===== config.mk =====
export PLATFORM = sky130hd
export DESIGN_NAME = ndata_stream_merger
export DESIGN_NICKNAME = d
export VERILOG_FILES = /design/src/rtl/ndata_stream_merger.sv
export SDC_FILE = /design/constraint.sdc
export NUM_CORES = 1
export LEC_CHECK = 0
export ABC_AREA = 0
export CORE_MARGIN = 4
export CORE_UTILIZATION = 38
export CTS_CLUSTER_SIZE = 25
export DETAILED_ROUTE_END_ITERATION = 7
export PLACE_DENSITY_LB_ADDON = 0.1
export SYNTH_ARGS = -nofsm -noshare
export SYNTH_HDL_FRONTEND = slang
export SYNTH_SLANG_ARGS = --single-unit

===== constraint.sdc =====
create_clock -name clk -period 2 [get_ports clk]
set_clock_uncertainty 0.15 [all_clocks]
set_input_delay 0.2 -clock clk [delete_from_list [all_inputs] [get_ports clk]]
set_output_delay 0.2 -clock clk [all_outputs]
set_load 0.01 [all_outputs]

===== src/rtl/ndata_stream_merger.sv =====
// Packet-aware round-robin merge of NUM_INPUTS ndata streams into one registered
// output stream; every output beat carries the index of the input it came from.
module ndata_stream_merger #(
   parameter int unsigned NUM_INPUTS   = 2,
   parameter bit          LOCK_PACKET  = 1'b1,
   parameter int unsigned NUM_ELEMENTS = 4,
   parameter int unsigned DATA_W       = 8,
   localparam int unsigned ID_W        = (NUM_INPUTS > 1) ? $clog2(NUM_INPUTS) : 1,
   localparam int unsigned BEAT_W      = NUM_ELEMENTS * DATA_W
) (
   input  logic                             clk,
   input  logic                             rst_n,
   input  logic [NUM_INPUTS*BEAT_W-1:0]     i_in_data,
   input  logic [NUM_INPUTS*NUM_ELEMENTS-1:0] i_in_keep,
   input  logic [NUM_INPUTS-1:0]            i_in_last,
   input  logic [NUM_INPUTS-1:0]            i_in_valid,
   output logic [NUM_INPUTS-1:0]            o_in_ready,
   output logic [BEAT_W-1:0]                o_out_data,
   output logic [NUM_ELEMENTS-1:0]          o_out_keep,
   output logic                             o_out_last,
   output logic                             o_out_valid,
   input  logic                             i_out_ready,
   output logic [ID_W-1:0]                  o_out_id
);

   typedef enum logic {ST_IDLE, ST_LOCKED} state_t;

   state_t                  r_state, w_state_nxt;
   logic [ID_W-1:0]         r_ptr, r_lock_idx;
   logic [ID_W-1:0]         w_gnt, w_gnt_inc, w_scan;
   logic                    w_gnt_vld, w_can_load, w_accept;
   logic [BEAT_W-1:0]       w_in_data;
   logic [NUM_ELEMENTS-1:0] w_in_keep;
   logic                    w_in_last, w_in_valid;

   logic [BEAT_W-1:0]       r_out_data;
   logic [NUM_ELEMENTS-1:0] r_out_keep;
   logic                    r_out_last, r_out_valid;
   logic [ID_W-1:0]         r_out_id;

   // Holding reset keeps every ready low, not just the registered state.
   assign w_can_load = rst_n && (!r_out_valid || i_out_ready);

   always_comb begin
      w_gnt_vld = 1'b0;
      w_gnt     = '0;
      w_scan    = '0;
      if (r_state == ST_LOCKED) begin
         w_gnt_vld = 1'b1;
         w_gnt     = r_lock_idx;
      end else begin
         for (int unsigned k = 0; k < NUM_INPUTS; k++) begin
            w_scan = ID_W'((32'(r_ptr) + k) % NUM_INPUTS);
            if (!w_gnt_vld && i_in_valid[w_scan]) begin
               w_gnt_vld = 1'b1;
               w_gnt     = w_scan;
            end
         end
      end
   end

   assign w_gnt_inc = (w_gnt == ID_W'(NUM_INPUTS - 1)) ? '0 : w_gnt + 1'b1;

   always_comb begin
      w_in_data  = '0;
      w_in_keep  = '0;
      w_in_last  = 1'b0;
      w_in_valid = 1'b0;
      o_in_ready = '0;
      for (int unsigned i = 0; i < NUM_INPUTS; i++) begin
         if (w_gnt == ID_W'(i)) begin
            w_in_data     = i_in_data[i*BEAT_W +: BEAT_W];
            w_in_keep     = i_in_keep[i*NUM_ELEMENTS +: NUM_ELEMENTS];
            w_in_last     = i_in_last[i];
            w_in_valid    = i_in_valid[i];
            o_in_ready[i] = w_gnt_vld && w_can_load;
         end
      end
   end

   assign w_accept = w_gnt_vld && w_in_valid && w_can_load;

   always_comb begin
      w_state_nxt = r_state;
      if (LOCK_PACKET && w_accept) begin
         if (r_state == ST_IDLE && !w_in_last)
            w_state_nxt = ST_LOCKED;
         else if (r_state == ST_LOCKED && w_in_last)
            w_state_nxt = ST_IDLE;
      end
   end

   always_ff @(posedge clk) begin
      if (!rst_n)
         r_state <= ST_IDLE;
      else
         r_state <= w_state_nxt;
   end

   always_ff @(posedge clk) begin
      if (!rst_n) begin
         r_ptr       <= '0;
         r_lock_idx  <= '0;
         r_out_data  <= '0;
         r_out_keep  <= '0;
         r_out_last  <= 1'b0;
         r_out_valid <= 1'b0;
         r_out_id    <= '0;
      end else if (w_accept) begin
         r_out_data  <= w_in_data;
         r_out_keep  <= w_in_keep;
         r_out_last  <= w_in_last;
         r_out_valid <= 1'b1;
         r_out_id    <= w_gnt;
         if (r_state == ST_IDLE && w_state_nxt == ST_LOCKED)
            r_lock_idx <= w_gnt;
         // While locked w_gnt equals r_lock_idx, so w_gnt_inc is lock_idx+1.
         if (w_in_last || !LOCK_PACKET)
            r_ptr <= w_gnt_inc;
      end else if (i_out_ready) begin
         r_out_valid <= 1'b0;
      end
   end

   assign o_out_data  = r_out_data;
   assign o_out_keep  = r_out_keep;
   assign o_out_last  = r_out_last;
   assign o_out_valid = r_out_valid;
   assign o_out_id    = r_out_id;

endmodule


==> metrics.md <==
| Metric | Value |
|---|---|
| Most frequent CP cell | buf_4 |
| CTS max path bufs | 2 |
| Sequential area share after synthesis | 0.408 |
| CP peak stage delay | 0.44 ns |
| CTS sink count | 42 |
| Drt pass-1 iters | 4 |
| YS warnings | 0 |
| Met1 GRT Util | 0.229 |
| Via-to-Cell Ratio | 4.96 |
| DRT antenna net count | 0 |
| Setup crit start kind | primary input |
| P&R area growth vs syn | 70.8% |
| Post-route insts no fill | 435 |
| Critical Path End Type | flop |
| Initial antenna violation count | 0 |
| CP Data Required Time | 2.09 ns |
| Chip Height | 81.6 µm |
| Relative slew margins | 0.796 |
| CP cell instances | clkdlybuf4s50_1, buf_4, mux2_1, o2111a_2, buf_4, o211ai_1, o211a_1 |
| Register clock-pin slew on the reported worst setup and hold paths | 0.08 ns |
| Port bufs | 119 |
| DRC | 0 |
| Critical path data arrival time | 1.90 ns |
| Post-synthesis mux area share | 0.0103 |
| Number of synthesized flops with an enable pin | 0 |
| Post-layout util | 0.680 |
| Simple-gate share of the synthesized area | 0.239 |
| Initial core utilization | 0.398 |
| Largest net degree at the start of global routing | 41 |
| Crit Path Max Fanout | 11 |
| Die footprint | 0.00666 mm² |
| Post-synth top area share | 0.408 |
| Vias | 2157 |
| Final worst slack | 0.187 ns |
| RSZ-0062 raised after global routing | no |
| GR met3 Demand/Resource | 0.0548 |
| Final Hold Fails | 0 |
| Global-route wire length before repair | 9.60 mm |
| Worst skew pair latency | 0.29 ns |
| Design Area, Final | 0.00352 mm² |
| GR peak layer | met2 |
| Hold slack final | 0.321 ns |
| DRT iter0 DRCs | 79 |
| Die width | 81.6 µm |
| Count leader, synth | nand2_1 |
| WL/cell | 13.9 µm |
| Least-Margin Pin Slew | 0.305 ns |
| Maximum vdd ir drop | 0.425 mV |
| I/O pins | 120 |
| WL final | 6.05 mm |
| Dpl cells | 427 |
| Post-synth top cells | nand2_1 (76), dfxtp_1 (42), nor2_1 (40) |
| DP Area | 0.00340 mm² |
| Post-synth ARST share | 0 |
| Endpoints failing setup | 0 |
| Peak Freq | 552 MHz |
| Seq cells post-synth | 42 |
| Status | finished clean |
| Critical path type | primary input to flop |
| Cells after Synth | 243 |
| Adder-cell share of the synthesized area | 0 |
| Sum Neg Setup Slack | 0 ns |
| Setup Buffers After CTS | 0 |
| Gr usage total | 0.185 |
| Nets@finish | 443 |
| Clock Root Buffer | clkbuf_8 |
| Most common flop cell mapped by yosys | dfxtp_1 |
| Vias in the first global route | 2053 |
| Avg Inst Size Synth | 8.48 µm² |
| H-tree Lvls | 2 |
| Core Area | 0.00517 mm² |
| Power Dens Cells | 661 mW/mm² |
| Max_cap viols | 0 |
| Slowest CP cell | clkdlybuf4s50_1 |
| Row count | 26 |
| Mapped Area | 0.00206 mm² |
| Pwr Total | 2.32 mW |
| Hpwl dp | 4.46 mm |
| R2R Setup Slk | 0.22 ns |
| Total CTS buffers | 5 |
| Ranking of synthesized cells by area | dfxtp_1 (41%), a311oi_2 (17%), nand2_1 (14%), nor2_1 (7.3%), a311oi_1 (5.1%) |
| Share of cells above drive strength 1 | 0.145 |
| Post-layout minimum cycle time | 1.81 ns |
| Max-slew violations | 0 |
| Worst hold path class | primary input to flop |
| Placer congestion estimate | 0.856 |
| Dpl ws | -0.133 ns |
| Compound-gate portion of the synthesized area | 0.276 |
| Overflow after GRT | 0 |
| Combinational family with the most area after synthesis | compound AO/OA/AOI/OAI gates |
| Xor/xnor cell area share of the yosys netlist | 0 |
| TritonCTS clock tree | yes |
| Post-synth cell types | 29 |
| # diodes | 0 |
| Leakage | 1.33 nW |
| Global-route met2 utilization | 0.312 |
| Final worst-path cycle share | 0.906 |
| Syn_nets | 322 |
| Synth area leader | dfxtp_1 |
| Layout fillers | 422 |
[kinds of logic after synthesis]
group	count (synthesis)
simple gates	125
buf+inv	24
compound gates	50
flops	42
mux	2
[timing repair]
| item | CTS | global route |
|---|---|---|
| setup endpoints to repair | 2 | 0 |
| hold buffers | 0 | 0 |
| gates resized for setup | 7 | 0 |
[worst max-delay path, delay by kind of cell]
kind / cells / cell delay [ns]
mux: 1 / 0.30
buf+inv: 3 / 0.79
compound gates: 3 / 0.62
[state kept, by name, summed over array words and instances (netlist names)]
signal,count
o_out_valid,1
o_out_keep,4
r_ptr,1
o_out_data,32
o_out_last,1
r_lock_idx,1
o_out_id,1
r_state,1
[power breakdown]
part	leakage, nW	switching [mW]	total, mW	internal (mW)
combinational	0.931	0.307	0.713	0.406
sequential	0.348	0.0396	0.953	0.913
clock	0.0524	0.283	0.657	0.374
total	1.33	0.630	2.32	1.69
[cells in the final DEF, fill, tap and decap left out, types with 2 or more instances in the layout]
cell,n
buf_4,12
inv_1,2
nor2b_2,2
nor2_1,40
clkbuf_8,5
clkdlybuf4s50_1,117
dfxtp_1,41
a311oi_1,12
a311oi_2,24
nand2_1,76
a31oi_1,2
dlygate4sd2_1,2
a21oi_1,2
o211ai_1,2
clkbuf_1,2
nand2b_1,3
buf_12,4
[worst paths after layout]
| path | start | cells past startpoint | to |
|---|---|---|---|
| max | i_in_valid[1] | 7 | o_out_last$_SDFFE_PN0P_ |
| min | i_in_data[18] | 3 | o_out_data[18]$_SDFFE_PN0P_ |
| max reg2reg | r_state$_SDFF_PN0_ | 5 | o_out_last$_SDFFE_PN0P_ |
| min reg2reg | o_out_data[29]$_SDFFE_PN0P_ | 2 | o_out_data[29]$_SDFFE_PN0P_ |
[layer usage]
layer / part of all wire / vias to the layer above
li1: - / 1095
met1: 0.42 / 991
met2: 0.49 / 67
met3: 0.089 / 4
met4: 0.0084 / 0
met5: 0 / -
[cell type report]
cell class,instances,area (µm²),share of cell area
repair buffers,135,1360,0.386
multi-input cells,177,1110,0.316
flip-flops and latches,42,842,0.239
well taps,70,87.6,0.0249
clock buffers,7,76.3,0.0217
clock inverters,1,30.0,0.00854
inverters,3,11.3,0.00320
Power figures use the tool's default switching activity.
